**src/rtl/sub_fp_clk.sv**
```systemverilog
// Multi-cycle IEEE-754 single-precision subtractor: data_out = data_in_1 - data_in_2.
// Define SUB_FP_RNE_EN for round-to-nearest-even; the default build truncates toward zero.
module sub_fp_clk #(
  parameter int DATA_WIDTH = 32,
  parameter int EXP_WIDTH  = 8,
  parameter int MAN_WIDTH  = 23
) (
  input  logic                  clk,
  input  logic                  rst,
  input  logic                  ena_sub_fp_clk,
  input  logic [DATA_WIDTH-1:0] data_in_1,
  input  logic [DATA_WIDTH-1:0] data_in_2,
  output logic [DATA_WIDTH-1:0] data_out,
  output logic                  busy,
  output logic                  done,
  output logic                  invalid
);

  localparam int EXT_W = MAN_WIDTH + 4;
  localparam int SUM_W = EXT_W + 1;
  localparam int EXS_W = EXP_WIDTH + 2;
  localparam int LZ_W  = $clog2(EXT_W + 1);
  localparam logic [EXP_WIDTH-1:0]  EXP_ALL1 = '1;
  localparam logic [DATA_WIDTH-1:0] QNAN     = {1'b0, EXP_ALL1, 1'b1, {(MAN_WIDTH-1){1'b0}}};

  typedef enum logic [2:0] {S_IDLE, S_ALIGN, S_SUB, S_NORM, S_ROUND} state_t;

  function automatic logic [LZ_W-1:0] lzc(input logic [EXT_W-1:0] v);
    lzc = LZ_W'(EXT_W);
    for (int i = 0; i < EXT_W; i++)
      if (v[i]) lzc = LZ_W'(EXT_W - 1 - i);
  endfunction

  // Returns {carry, 24-bit significand}; a carry means the significand wrapped to 2.0.
  function automatic logic [MAN_WIDTH+1:0] round_mant(input logic [EXT_W-1:0] m);
    logic inc;
`ifdef SUB_FP_RNE_EN
    inc = m[2] & (m[1] | m[0] | m[3]);
`else
    inc = 1'b0;
`endif
    round_mant = {1'b0, m[EXT_W-1:3]} + (MAN_WIDTH+2)'(inc);
  endfunction

  function automatic logic [DATA_WIDTH-1:0] pack_sat(input logic                    sign,
                                                     input logic signed [EXS_W-1:0] exp,
                                                     input logic [MAN_WIDTH+1:0]    mant);
    logic signed [EXS_W-1:0] e;
    logic [MAN_WIDTH-1:0]    frac;
    e    = mant[MAN_WIDTH+1] ? exp + $signed(EXS_W'(1)) : exp;
    frac = mant[MAN_WIDTH+1] ? mant[MAN_WIDTH:1] : mant[MAN_WIDTH-1:0];
    if (e >= $signed(EXS_W'(EXP_ALL1)))
      pack_sat = {sign, EXP_ALL1, {MAN_WIDTH{1'b0}}};
    else if (e <= 0)
      pack_sat = {sign, {(DATA_WIDTH-1){1'b0}}};
    else
      pack_sat = {sign, e[EXP_WIDTH-1:0], frac};
  endfunction

  state_t                  state_q, state_d;
  logic [DATA_WIDTH-1:0]   data_out_q, data_out_d;
  logic                    done_q, done_d, invalid_q, invalid_d;

  logic [DATA_WIDTH-1:0]   opa_q, opa_d, opb_q, opb_d;
  logic                    sign_q, sign_d, eff_sub_q, eff_sub_d;
  logic signed [EXS_W-1:0] exp_q, exp_d;
  logic [EXT_W-1:0]        ma_q, ma_d, mb_q, mb_d, norm_q, norm_d;
  logic                    spec_q, spec_d, spec_inv_q, spec_inv_d, zero_q, zero_d;
  logic [DATA_WIDTH-1:0]   spec_val_q, spec_val_d;
  logic [SUM_W-1:0]        sum_q, sum_d;

  logic [EXP_WIDTH-1:0]    ea, eb, e_big, e_sml, e_diff;
  logic                    a_nan, b_nan, a_inf, b_inf, swap;
  logic [DATA_WIDTH-2:0]   key_a, key_b;
  logic [DATA_WIDTH-1:0]   big, sml;
  logic [MAN_WIDTH:0]      man_big, man_sml;
  logic [2*EXT_W-1:0]      sh_ext;
  logic [EXT_W-1:0]        mb_al;
  logic [LZ_W-1:0]         lz;
  logic [MAN_WIDTH+1:0]    rnd;

  // ALIGN: order magnitudes (denormals count as zero) and right-shift the smaller with sticky.
  always_comb begin
    ea      = opa_q[DATA_WIDTH-2 -: EXP_WIDTH];
    eb      = opb_q[DATA_WIDTH-2 -: EXP_WIDTH];
    a_nan   = (ea == EXP_ALL1) && (opa_q[MAN_WIDTH-1:0] != '0);
    b_nan   = (eb == EXP_ALL1) && (opb_q[MAN_WIDTH-1:0] != '0);
    a_inf   = (ea == EXP_ALL1) && (opa_q[MAN_WIDTH-1:0] == '0);
    b_inf   = (eb == EXP_ALL1) && (opb_q[MAN_WIDTH-1:0] == '0);
    key_a   = (ea == '0) ? '0 : opa_q[DATA_WIDTH-2:0];
    key_b   = (eb == '0) ? '0 : opb_q[DATA_WIDTH-2:0];
    swap    = key_b > key_a;
    big     = swap ? opb_q : opa_q;
    sml     = swap ? opa_q : opb_q;
    e_big   = big[DATA_WIDTH-2 -: EXP_WIDTH];
    e_sml   = sml[DATA_WIDTH-2 -: EXP_WIDTH];
    man_big = (e_big != '0) ? {1'b1, big[MAN_WIDTH-1:0]} : '0;
    man_sml = (e_sml != '0) ? {1'b1, sml[MAN_WIDTH-1:0]} : '0;
    e_diff  = e_big - e_sml;
    sh_ext  = {man_sml, 3'b000, {EXT_W{1'b0}}} >> e_diff;
    if (e_diff >= EXP_WIDTH'(EXT_W))
      mb_al = {{(EXT_W-1){1'b0}}, |man_sml};
    else
      mb_al = sh_ext[2*EXT_W-1:EXT_W] | {{(EXT_W-1){1'b0}}, |sh_ext[EXT_W-1:0]};
  end

  always_comb begin
    opa_d      = opa_q;
    opb_d      = opb_q;
    sign_d     = sign_q;
    eff_sub_d  = eff_sub_q;
    exp_d      = exp_q;
    ma_d       = ma_q;
    mb_d       = mb_q;
    spec_d     = spec_q;
    spec_inv_d = spec_inv_q;
    spec_val_d = spec_val_q;
    sum_d      = sum_q;
    norm_d     = norm_q;
    zero_d     = zero_q;
    lz         = lzc(sum_q[EXT_W-1:0]);
    case (state_q)
      S_IDLE: begin
        if (ena_sub_fp_clk) begin
          opa_d = data_in_1;
          opb_d = {~data_in_2[DATA_WIDTH-1], data_in_2[DATA_WIDTH-2:0]};
        end
      end
      S_ALIGN: begin
        sign_d     = big[DATA_WIDTH-1];
        eff_sub_d  = opa_q[DATA_WIDTH-1] ^ opb_q[DATA_WIDTH-1];
        exp_d      = $signed({2'b00, e_big});
        ma_d       = {man_big, 3'b000};
        mb_d       = mb_al;
        spec_d     = a_nan | b_nan | a_inf | b_inf;
        spec_inv_d = a_nan | b_nan | (a_inf & b_inf & (opa_q[DATA_WIDTH-1] != opb_q[DATA_WIDTH-1]));
        if (a_inf)
          spec_val_d = {opa_q[DATA_WIDTH-1], EXP_ALL1, {MAN_WIDTH{1'b0}}};
        else
          spec_val_d = {opb_q[DATA_WIDTH-1], EXP_ALL1, {MAN_WIDTH{1'b0}}};
        if (spec_inv_d) spec_val_d = QNAN;
      end
      // SUB: magnitudes are ordered, so the subtraction never goes negative.
      S_SUB: begin
        sum_d = eff_sub_q ? ({1'b0, ma_q} - {1'b0, mb_q}) : ({1'b0, ma_q} + {1'b0, mb_q});
      end
      // NORM: carry shifts right with sticky fold, otherwise single-cycle leading-zero shift.
      S_NORM: begin
        zero_d = (sum_q == '0);
        if (sum_q[SUM_W-1]) begin
          norm_d = {sum_q[SUM_W-1:2], sum_q[1] | sum_q[0]};
          exp_d  = exp_q + $signed(EXS_W'(1));
        end else begin
          norm_d = sum_q[EXT_W-1:0] << lz;
          exp_d  = exp_q - $signed(EXS_W'(lz));
        end
      end
      default: ;
    endcase
  end

  // ROUND: result assembly feeds the output registers directly.
  always_comb begin
    state_d    = state_q;
    done_d     = 1'b0;
    data_out_d = data_out_q;
    invalid_d  = invalid_q;
    rnd        = round_mant(norm_q);
    case (state_q)
      S_IDLE:  if (ena_sub_fp_clk) state_d = S_ALIGN;
      S_ALIGN: state_d = S_SUB;
      S_SUB:   state_d = S_NORM;
      S_NORM:  state_d = S_ROUND;
      S_ROUND: begin
        state_d   = S_IDLE;
        done_d    = 1'b1;
        invalid_d = spec_q & spec_inv_q;
        if (spec_q)      data_out_d = spec_val_q;
        else if (zero_q) data_out_d = '0;
        else             data_out_d = pack_sat(sign_q, exp_q, rnd);
      end
      default: state_d = S_IDLE;
    endcase
  end

  always_ff @(posedge clk) begin
    if (rst) begin
      state_q    <= S_IDLE;
      data_out_q <= '0;
      done_q     <= 1'b0;
      invalid_q  <= 1'b0;
    end else begin
      state_q    <= state_d;
      data_out_q <= data_out_d;
      done_q     <= done_d;
      invalid_q  <= invalid_d;
    end
  end

  always_ff @(posedge clk) begin
    opa_q      <= opa_d;
    opb_q      <= opb_d;
    sign_q     <= sign_d;
    eff_sub_q  <= eff_sub_d;
    exp_q      <= exp_d;
    ma_q       <= ma_d;
    mb_q       <= mb_d;
    spec_q     <= spec_d;
    spec_inv_q <= spec_inv_d;
    spec_val_q <= spec_val_d;
    sum_q      <= sum_d;
    norm_q     <= norm_d;
    zero_q     <= zero_d;
  end

  assign data_out = data_out_q;
  assign done     = done_q;
  assign invalid  = invalid_q;
  assign busy     = (state_q != S_IDLE);

endmodule
```
**config.mk**
```make
export PLATFORM = sky130hd
export DESIGN_NAME = sub_fp_clk
export DESIGN_NICKNAME = d
export VERILOG_FILES = /design/src/rtl/sub_fp_clk.sv
export SDC_FILE = /design/constraint.sdc
export NUM_CORES = 1
export LEC_CHECK = 0
export BUFFER_PORTS_ARGS = -buffer_cell sky130_fd_sc_hd__clkbuf_2
export CORE_MARGIN = 10
export CORE_UTILIZATION = 48
export CTS_CLUSTER_SIZE = 25
export DETAILED_ROUTE_END_ITERATION = 8
export GPL_TIMING_DRIVEN = 0
export PLACE_DENSITY = 0.76
export SLEW_MARGIN = 25
export SYNTH_ARGS = -nofsm -noshare
export SYNTH_HDL_FRONTEND = slang
export SYNTH_SLANG_ARGS = --single-unit
```
**constraint.sdc**
```tcl
create_clock -name clk -period 6.03 [get_ports clk]
set_clock_uncertainty 0.05 [all_clocks]
set_input_delay 0.603 -clock clk [delete_from_list [all_inputs] [get_ports clk]]
set_output_delay 0.603 -clock clk [all_outputs]
set_load 0.02 [all_outputs]
```
==> key figures, run 1 <==
Routing
  – Final WL: 52500 um
  – DRC violations left: 0
  – Wire per inst: 21.5 um
  – Via count: 14804
  – Detailed Routing Iterations Pass 1: 5
  – Routed vias/inst: 6.06
  – Initial DRC count: 1251
  – Antenna viol nets, final: 0

Global route
  – Global-route wire length before repair: 80800 um
  – Pin count of the biggest net entering global routing: 30
  – Vias in the first global route: 14478
  – Initial antenna violation count: 0
  – Total track usage: 24.3%
  – Global route total overflow: 0

Clock tree
  – Num CTS Buffers: 26
  – Clock latency on the worst-skew pair: 0.55 ns
  – Reg clk slew, reported paths: 0.07 ns
  – Root buffer cell: clkbuf_16
  – Hold_buf cts: 0
  – H-tree levels: 1
  – Clk buf depth: 3
  – Clock Sinks: 220
  – CTS tree: yes

Yosys
  – Simple-gate share of the synthesized area: 18.6%
  – Yosys top cell by area: edfxtp_1
  – Synth async-reset ratio: 0%
  – Seq cells post-synth: 220
  – Most frequent cells after synthesis: 207 x nand2_1, 183 x edfxtp_1, 175 x nor2_1, 146 x mux2i_1, 132 x a21oi_1
  – Mean Syn Cell Area: 9.02 um^2
  – Post-Synth XOR/XNOR Area: 2.27%
  – Yosys warns: 0
  – Most frequent cell after synthesis: nand2_1
  – Post-synthesis mux area share: 11.1%
  – Post-Syn Area: 0.0162 mm^2
  – Synth Area in Compound Gates: 17.3%
  – Top post-synthesis cells by area: edfxtp_1 34%, mux2i_1 9.0%, ha_1 7.1%, nand2_1 4.8%, dfxtp_1 4.6%
  – EDFF count, synth: 183
  – Largest family of logic cells by synthesized area: simple AND/OR/NAND/NOR gates
  – Synth top area share: 33.8%
  – Post-synthesis sequential area ratio: 38.4%
  – Count of cell types in the netlist: 88
  – Syn nets: 1961
  – Syn Inst Count: 1800
  – Adder-cell share of the synthesized area: 7.46%
  – Main synth FF type: edfxtp_1

Final layout
  – Final net count: 2136
  – Util after Layout: 57.1%
  – Layout cell share with drive strength beyond 1: 16.9%
  – Area growth, synth to finish: 17.6%
  – Non-filler cells, final: 2442
  – N_diodes: 0

Outcome
  – Status: complete, no violations

Timing
  – Minimum clock period: 5.98 ns
  – Relative slew slack: 34.6%
  – Final Max Slew Viols: 0
  – Final setup viols: 0
  – Final hold viol count: 0
  – Final worst path period share: 99.2%
  – Final worst slack: 0.0475 ns
  – Worst-margin pin slew: 0.980 ns
  – Peak Freq: 167 MHz

Die
  – Die W: 204 um
  – IO Count: 102
  – Die height: 204 um
  – Initial Utilization: 48.5%
  – Core area: 0.0334 mm^2
  – # rows: 67
  – Area of the die: 0.0416 mm^2

Setup path
  – Kind of start point of the critical path: flip-flop
  – CP Capture Type: flip-flop
  – CP Data Required Time: 6.28 ns
  – CP max stage cell: edfxtp_1
  – Worst Path Class, Setup: flip-flop to flip-flop
  – Reg2reg path depth: 28
  – Critical path arrival: 6.23 ns
  – Critical Path Fanout Max: 11
  – CP max stage delay: 0.47 ns

Flow run
  – # Max-Cap Violations: 0

Placed design
  – Input/output buffers: 100
  – Pre-CTS WS: -2.33 ns
  – DP Cell Count: 2354
  – DPL Wire Length: 40300 um
  – Routability Congestion: 0.999

Hold path
  – WHS Path Cells: 1
  – Worst hold path type: input pin to flip-flop

Power and ir drop
  – Register share of total power: 33.4%
  – Combinational share of power: 40.4%
  – Leakage: 7.79 nW
  – Sw Ratio: 37.6%
  – Max VDD drop: 0.000277 V
  – Clk pwr share: 26.2%
  – Int Pwr: 3.67 mW
  – Pwr dens: 308 mW/mm^2
  – Switching pwr: 2.21 mW
-- critical path, delay by kind of cell (launching register included) --
kind | cells | cell delay [ns]
compound gates | 12 | 2.18
simple gates | 7 | 1.31
buf+inv | 6 | 0.92
fa+ha+maj | 2 | 0.60
flops | 1 | 0.47
mux | 1 | 0.18
-- cell families after synthesis --
family	count (synthesis)
flops	220
buf+inv	196
compound gates	436
fa+ha+maj	96
mux	173
simple gates	637
xor+xnor	42
-- stage by stage --
step	instance area (um^2)	hold slack [ns]	TNS, ns	total power [mW]
global route	19100	0.149	-0.0291	6.16
finish	19100	0.167	0	5.87
floorplan	16200	0.409	0	3.46
detailed placement	17400	0.401	-52.80	4.09
CTS	18700	0.139	0	5.75
global placement	17300	0.395	-50.81	4.07
-- power groups by stage --
| stage | sequential [mW] | clock, mW | combinational [mW] |
|---|---|---|---|
| floorplan | 1.94 | 0 | 1.52 |
| global placement | 1.99 | 0 | 2.07 |
| detailed placement | 1.99 | 0 | 2.10 |
| CTS | 1.96 | 1.57 | 2.22 |
| global route | 1.97 | 1.63 | 2.56 |
| finish | 1.96 | 1.54 | 2.37 |
-- what timing repair did --
| action | 4_1_cts | 5_1_grt |
|---|---|---|
| cloned | 1 | 2 |
| setup buffers | 14 | 28 |
| resized for setup | 72 | 40 |
| setup endpoints to repair | 49 | 37 |
| pin swaps | 15 | 35 |
-- final timing paths --
path | start | endpoint | slack, ns
worst max-delay path | opb_q[26]$_DFFE_PP_ | mb_q[0]$_DFFE_PP_ | 0.05
worst min-delay path | data_in_2[15] | opb_q[15]$_DFFE_PP_ | 0.17
worst min register to register | invalid$_SDFFE_PP0P_ | invalid$_SDFFE_PP0P_ | 0.41
worst max register to register | opb_q[26]$_DFFE_PP_ | mb_q[0]$_DFFE_PP_ | 0.05
-- routing by layer --
metal	global-route usage, %	routed length [um]	vias up
li1	-	-	6944
met1	28.0	20300	6949
met2	41.4	25300	700
met3	3.58	3240	211
met4	15.9	3710	0
met5	0	0	-
-- registers in the layout, summed over array words and instances, names as in the netlist, 2 cells and up --
signal,count
data_out,32
exp_q,10
ma_q,24
mb_q,27
norm_q,23
opa_q,32
opb_q,32
spec_val_q,2
state_q,3
sum_q,28
-- cell usage in the layout, fill, tap and decap left out, types with 31 or more instances in the layout --
cell,n
clkbuf_16,32
buf_4,45
o21ai_0,83
nand3_1,31
clkbuf_1,64
a21oi_1,127
mux2i_1,140
nand2_1,204
inv_1,87
nor2_1,171
clkbuf_2,102
edfxtp_1,183
dfxtp_1,37
ha_1,90
nor3_1,43
-- layout make-up --
type / count / area [um^2]
Buffer: 101 / 554
Clock buffer: 38 / 790
Sequential cell: 220 / 6240
Fill cell: 2931 / 14400
Inverter: 91 / 343
Timing Repair Buffer: 151 / 952
Tap cell: 448 / 561
Multi-Input combinational cell: 1384 / 9600
Clock inverter: 9 / 66.3
(Power assumes the default switching activity.)
==> inputs of run 2 (changes only) <==
--- a/config.mk
+++ b/config.mk
@@ -11,6 +11,7 @@
 export CTS_CLUSTER_SIZE = 25
 export DETAILED_ROUTE_END_ITERATION = 8
 export GPL_TIMING_DRIVEN = 0
+export MAX_ROUTING_LAYER = met4
 export PLACE_DENSITY = 0.76
 export SLEW_MARGIN = 25
 export SYNTH_ARGS = -nofsm -noshare
==> run 2 against run 1 <==
Compared with the run above: wire length up 0.70%; sequential cell count unchanged; total power fell by 0.20%; non-clock buffer count is 3 lower; highest routed layer unchanged.
==> key figures, run 2 (synthesis results as in run 1) <==
Outcome
  – Status: complete, no violations

Clock tree
  – H-tree levels: 1
  – Root buffer cell: clkbuf_16
  – Num CTS Buffers: 26
  – Reg clk slew, reported paths: 0.06 ns
  – CTS tree: yes
  – Clock Sinks: 220
  – Clock latency on the worst-skew pair: 0.57 ns
  – Clk buf depth: 3

Die
  – Die height: 204 um
  – IO Count: 102
  – Die W: 204 um
  – Core area: 0.0334 mm^2
  – Initial Utilization: 48.5%
  – # rows: 67
  – Area of the die: 0.0416 mm^2

Timing
  – Final Max Slew Viols: 0
  – Final worst path period share: 97.5%
  – Peak Freq: 170 MHz
  – Worst-margin pin slew: 0.975 ns
  – Relative slew slack: 34.9%
  – Final hold viol count: 0
  – Final setup viols: 0
  – Minimum clock period: 5.88 ns

Global route
  – Total track usage: 25.4%
  – Vias in the first global route: 14536
  – Global-route wire length before repair: 81600 um
  – Global route total overflow: 0
  – Initial antenna violation count: 1
  – Pin count of the biggest net entering global routing: 30

Routing
  – Via count: 14745
  – Final WL: 52900 um
  – Routed vias/inst: 6.04
  – Wire per inst: 21.7 um
  – Initial DRC count: 1189
  – DRC violations left: 0
  – Antenna viol nets, final: 0
  – Detailed Routing Iterations Pass 1: 6

Flow run
  – # Max-Cap Violations: 0

Final layout
  – Most frequent cells in the layout: 204 x nand2_1, 183 x edfxtp_1, 172 x nor2_1
  – Leading cell type in the layout, fill and taps excluded: nand2_1
  – Filler Cell Count: 2903
  – Final net count: 2133
  – Area of the multi-input gates: 0.00959 mm^2
  – Area growth, synth to finish: 17.8%
  – Layout cell share with drive strength beyond 1: 16.7%
  – Register area: 0.00624 mm^2
  – Util after Layout: 57.2%

Setup path
  – Critical path arrival: 6.12 ns
  – CP Capture Type: flip-flop
  – Kind of start point of the critical path: flip-flop
  – Critical Path Fanout Max: 11
  – Worst Path Class, Setup: flip-flop to flip-flop
  – CP Data Required Time: 6.27 ns
  – Reg2reg path depth: 26

Placed design
  – Routability Congestion: 1.03
  – DPL Wire Length: 41100 um
  – Input/output buffers: 100

Hold path
  – WHS Path Cells: 1
  – Worst hold path type: input pin to flip-flop

Power and ir drop
  – Max VDD drop: 0.000281 V
  – Overall Power: 5.86 mW
  – Leakage: 7.80 nW
  – Pwr dens: 307 mW/mm^2
-- run 2: area by class of cell --
cell class	count	area share (%)
multi-input combinational	1384	50.2
clock buffer	36	3.99
timing repair buffer	148	4.98
tap	448	2.93
antenna	1	0.0131
inverter	91	1.79
buffer	101	3.01
clock inverter	12	0.491
sequential	220	32.6
-- run 2: where the power goes --
part / leakage, nW / internal [mW] / switching (mW)
clock network: 0.432 / 0.892 / 0.640
registers: 2.00 / 1.83 / 0.138
logic: 5.36 / 0.921 / 1.44
total: 7.80 / 3.64 / 2.22
-- run 2: timing repair --
action                     4_1_cts  5_1_grt
cloned                           1        1
hold buffers                     0        0
buffers inserted                20       20
setup endpoints to repair       52       41
pin swaps                       15       23
resized for setup               72       38
-- run 2: per-layer routing --
layer | GRT usage, % | part of all wire [%] | wire length (um)
met1 | 28.9 | 40 | 20900
met2 | 43.1 | 49 | 26000
met3 | 2.73 | 5.6 | 2940
met4 | 14.0 | 5.6 | 2950
met5 | - | 0 | 0
-- run 2: worst paths after layout --
kind	start	end	slack [ns]
max	opa_q[28]$_DFFE_PP_	mb_q[0]$_DFFE_PP_	0.15
min	data_in_2[16]	opb_q[16]$_DFFE_PP_	0.16
max reg2reg	opa_q[28]$_DFFE_PP_	mb_q[0]$_DFFE_PP_	0.15
min reg2reg	invalid$_SDFFE_PP0P_	invalid$_SDFFE_PP0P_	0.41
-- run 2: worst max-delay path, cell delays in order, from the launching register on --
cell and delay (ns):
edfxtp_1 0.56, nor4_4 0.33, nand2_2 0.22, buf_8 0.19
nand2_1 0.10, ha_4 0.22, a211oi_2 0.21, nor2_1 0.07
o31a_1 0.40, o211a_4 0.29, nor2_4 0.13, buf_6 0.18
clkbuf_16 0.17, a21oi_2 0.06, ha_4 0.32, inv_2 0.05
clkbuf_8 0.14, buf_4 0.14, buf_4 0.14, mux2i_1 0.13
mux2_4 0.30, a211oi_2 0.24, a311oi_2 0.08, nor4_2 0.33
a41oi_2 0.16, nor4_2 0.29, o21ai_1 0.08
-- run 2: stage by stage --
stage	worst slack [ns]	cells	instance area, um^2	TNS [ns]	hold slack (ns)
2_1_floorplan	0.0169	1800	16200	0	0.409
3_3_place_gp	-2.48	2348	17300	-49.64	0.392
3_5_place_dp	-2.45	2354	17400	-51.73	0.399
4_1_cts	0.0109	2421	18800	0	0.136
5_1_grt	-0.0138	2441	19100	-0.0138	0.144
6_report	0.153	2441	19100	0	0.158
==> inputs of run 3 (changes only) <==
--- a/config.mk
+++ b/config.mk
@@ -5,9 +5,11 @@
 export SDC_FILE = /design/constraint.sdc
 export NUM_CORES = 1
 export LEC_CHECK = 0
+export ABC_AREA = 1
 export BUFFER_PORTS_ARGS = -buffer_cell sky130_fd_sc_hd__clkbuf_2
 export CORE_MARGIN = 10
 export CORE_UTILIZATION = 48
+export CTS_CLUSTER_DIAMETER = 120
 export CTS_CLUSTER_SIZE = 25
 export DETAILED_ROUTE_END_ITERATION = 8
 export GPL_TIMING_DRIVEN = 0
==> run 3 against run 2 <==
Compared with the run above: combinational power decreased by 20%; cell count increased by 12%; clock-buffer cell count decreased by 20; area after synthesis decreased by 0.90%; sequential power decreased by 5%.
==> key figures, run 3 <==
Placed design
  – DP Cell Count: 2716
  – Input/output buffers: 100
  – Routability Congestion: 1.05
  – Placed Area: 0.0172 mm^2
  – DPL Wire Length: 41300 um

Setup path
  – Critical Path Start: opb_q[27]$_DFFE_PP_
  – FF-to-FF End: ma_q[5]$_SDFFCE_PN0P_
  – CP Data Required Time: 6.20 ns
  – Worst R2R Setup Slack: 0.23 ns
  – Worst setup path endpoint: ma_q[5]$_SDFFCE_PN0P_
  – Worst Path Class, Setup: flip-flop to flip-flop
  – Kind of start point of the critical path: flip-flop
  – Reg2reg path depth: 24
  – Critical path arrival: 5.97 ns
  – Worst r2r src: opb_q[27]$_DFFE_PP_
  – Critical Path Fanout Max: 10
  – CP Capture Type: flip-flop

Power and ir drop
  – Register share of total power: 40.0%
  – Sw Ratio: 40.4%
  – Pwr dens: 264 mW/mm^2
  – Leakage: 8.13 nW
  – Int Pwr: 2.80 mW
  – Clk pwr share: 19.7%
  – Switching pwr: 1.90 mW
  – Combinational share of power: 40.3%
  – Max VDD drop: 0.000275 V

Routing
  – Antenna viol nets, final: 0
  – DRC violations left: 0
  – Initial DRC count: 1446
  – Detailed Routing Iterations Pass 1: 5
  – Final WL: 50600 um
  – Via count: 15429
  – Wire per inst: 18.5 um
  – Routed vias/inst: 5.62

Die
  – Die W: 203 um
  – Die height: 203 um
  – Area of the die: 0.0412 mm^2
  – # rows: 66
  – IO Count: 102
  – Initial Utilization: 49.1%
  – Core area: 0.0328 mm^2

Yosys
  – Seq cells post-synth: 220
  – Yosys warns: 0
  – Most frequent cell after synthesis: nand2_1
  – Yosys top cell by area: edfxtp_1
  – Syn nets: 2332
  – Mean Syn Cell Area: 7.41 um^2
  – Count of cell types in the netlist: 61
  – EDFF count, synth: 183
  – Most frequent cells after synthesis: 587 x nand2_1, 270 x nand3_1, 239 x inv_1, 183 x edfxtp_1, 148 x nor2_1
  – Synth top area share: 34.1%
  – Syn Inst Count: 2171
  – Post-Syn Area: 0.0161 mm^2
  – Main synth FF type: edfxtp_1
  – Synth async-reset ratio: 0%
  – Post-synthesis sequential area ratio: 38.8%
  – Top post-synthesis cells by area: edfxtp_1 34%, nand2_1 14%, nand3_1 8.4%, ha_1 7.2%, inv_1 5.6%

Final layout
  – Final Cell Area: 0.0177 mm^2
  – Layout cell share with drive strength beyond 1: 9.43%
  – Leading cell type in the layout, fill and taps excluded: nand2_1
  – Util after Layout: 54.1%
  – Final net count: 2459
  – Area growth, synth to finish: 10.3%
  – Filler Cell Count: 3111
  – Non-filler cells, final: 2744
  – Most frequent cells in the layout: 586 x nand2_1, 270 x nand3_1, 237 x inv_1
  – N_diodes: 0

Clock tree
  – CTS tree: yes
  – Root buffer cell: clkbuf_16
  – H-tree levels: 1
  – Num CTS Buffers: 13
  – Clock Sinks: 220
  – Reg clk slew, reported paths: 0.11 ns
  – Hold_buf cts: 0
  – Clk buf depth: 3
  – Clock latency on the worst-skew pair: 0.49 ns

Timing
  – Relative slew slack: 30.9%
  – Worst-margin pin slew: 1.03 ns
  – Minimum hold slack: 0.218 ns
  – Final TNS setup: 0 ns
  – Final hold viol count: 0
  – Peak Freq: 172 MHz
  – Final setup viols: 0
  – Minimum clock period: 5.80 ns
  – Final Max Slew Viols: 0
  – Final worst path period share: 96.2%

Global route
  – Vias in the first global route: 14610
  – Initial antenna violation count: 0
  – Total track usage: 24.3%
  – Global route total overflow: 0
  – Global-route wire length before repair: 78500 um
  – Pin count of the biggest net entering global routing: 59

Flow run
  – # Max-Cap Violations: 0

Outcome
  – Status: complete, no violations

Hold path
  – Worst hold path type: input pin to flip-flop
run 3: kinds of logic (layout without fill, tap and decap cells):
family | count (synthesis) | count (layout) | synth area share [%]
AO/OA/AOI/OAI | 367 | 367 | 13.2
AND/OR/NAND/NOR | 1105 | 1105 | 29.9
multiplexers | 2 | 2 | 0.132
flip-flops | 220 | 220 | 38.8
buffers and inverters | 351 | 482 | 8.65
adder cells (fa/ha/maj) | 94 | 94 | 7.40
XOR/XNOR | 32 | 32 | 1.97
run 3: worst min-delay path by stage:
stage | slack [ns] | endpoint | startpoint | cells after the start
floorplan | 0.39 | invalid$_SDFFE_PP0P_ | spec_inv_q$_DFFE_PP_ | 2
global placement | 0.40 | data_out[5]$_SDFFE_PP0P_ | data_out[5]$_SDFFE_PP0P_ | 2
global route | 0.22 | opb_q[27]$_DFFE_PP_ | data_in_2[27] | 1
finish | 0.22 | opb_q[27]$_DFFE_PP_ | data_in_2[27] | 1
CTS | 0.22 | opb_q[27]$_DFFE_PP_ | data_in_2[27] | 1
detailed placement | 0.41 | data_out[9]$_SDFFE_PP0P_ | data_out[9]$_SDFFE_PP0P_ | 2
run 3: through the flow:
step                total power, mW  setup slack (ns)
floorplan                      3.20              1.29
global placement               3.71            -0.405
detailed placement             3.74            -0.408
CTS                            4.65             0.109
global route                   4.97           -0.0382
finish                         4.69             0.229
run 3: power groups by stage:
stage / clock (mW) / sequential, mW / combinational [mW]
6_report: 0.923 / 1.88 / 1.89
3_5_place_dp: 0 / 1.91 / 1.83
4_1_cts: 0.936 / 1.87 / 1.84
5_1_grt: 0.994 / 1.89 / 2.09
2_1_floorplan: 0 / 1.88 / 1.33
3_3_place_gp: 0 / 1.91 / 1.80
run 3: metal layers:
metal	vias to the layer above	wire length [um]	global-route usage, %
met5	-	0	-
met4	0	2620	11.6
met3	141	2810	2.56
met2	610	25100	42.6
met1	7090	20100	27.3
li1	7588	-	-
run 3: critical path, cell delays in order (launching register included):
cell	delay (ns)
edfxtp_1	0.50
nor4_4	0.34
nand4_1	0.22
inv_1	0.18
clkbuf_4	0.25
nor2_1	0.06
ha_1	0.31
nand2_1	0.12
inv_1	0.05
a21oi_1	0.17
nand2_1	0.08
nand2_1	0.06
nand2_1	0.08
nand2_1	0.11
nand2_4	0.13
nand2_4	0.11
buf_4	0.20
clkbuf_1	0.45
buf_1	0.51
o21ai_0	0.35
nor3_1	0.25
nand2_1	0.14
inv_1	0.21
clkbuf_1	0.36
a21oi_1	0.19
run 3: final cells by class:
class                           count  area (um^2)  share of cell area, %
Clock inverter                      3         42.5                  0.240
Timing Repair Buffer              114          656                   3.69
Inverter                          249          937                   5.28
Tap cell                          442          553                   3.12
Buffer                            100          468                   2.64
Sequential cell                   220         6240                   35.1
Multi-Input combinational cell   1600         8520                   48.0
Clock buffer                       16          337                   1.90
run 3: timing repair:
action,4_1_cts,5_1_grt
pin swaps,0,3
buffers inserted,0,11
resized for setup,5,18
setup endpoints to repair,14,42
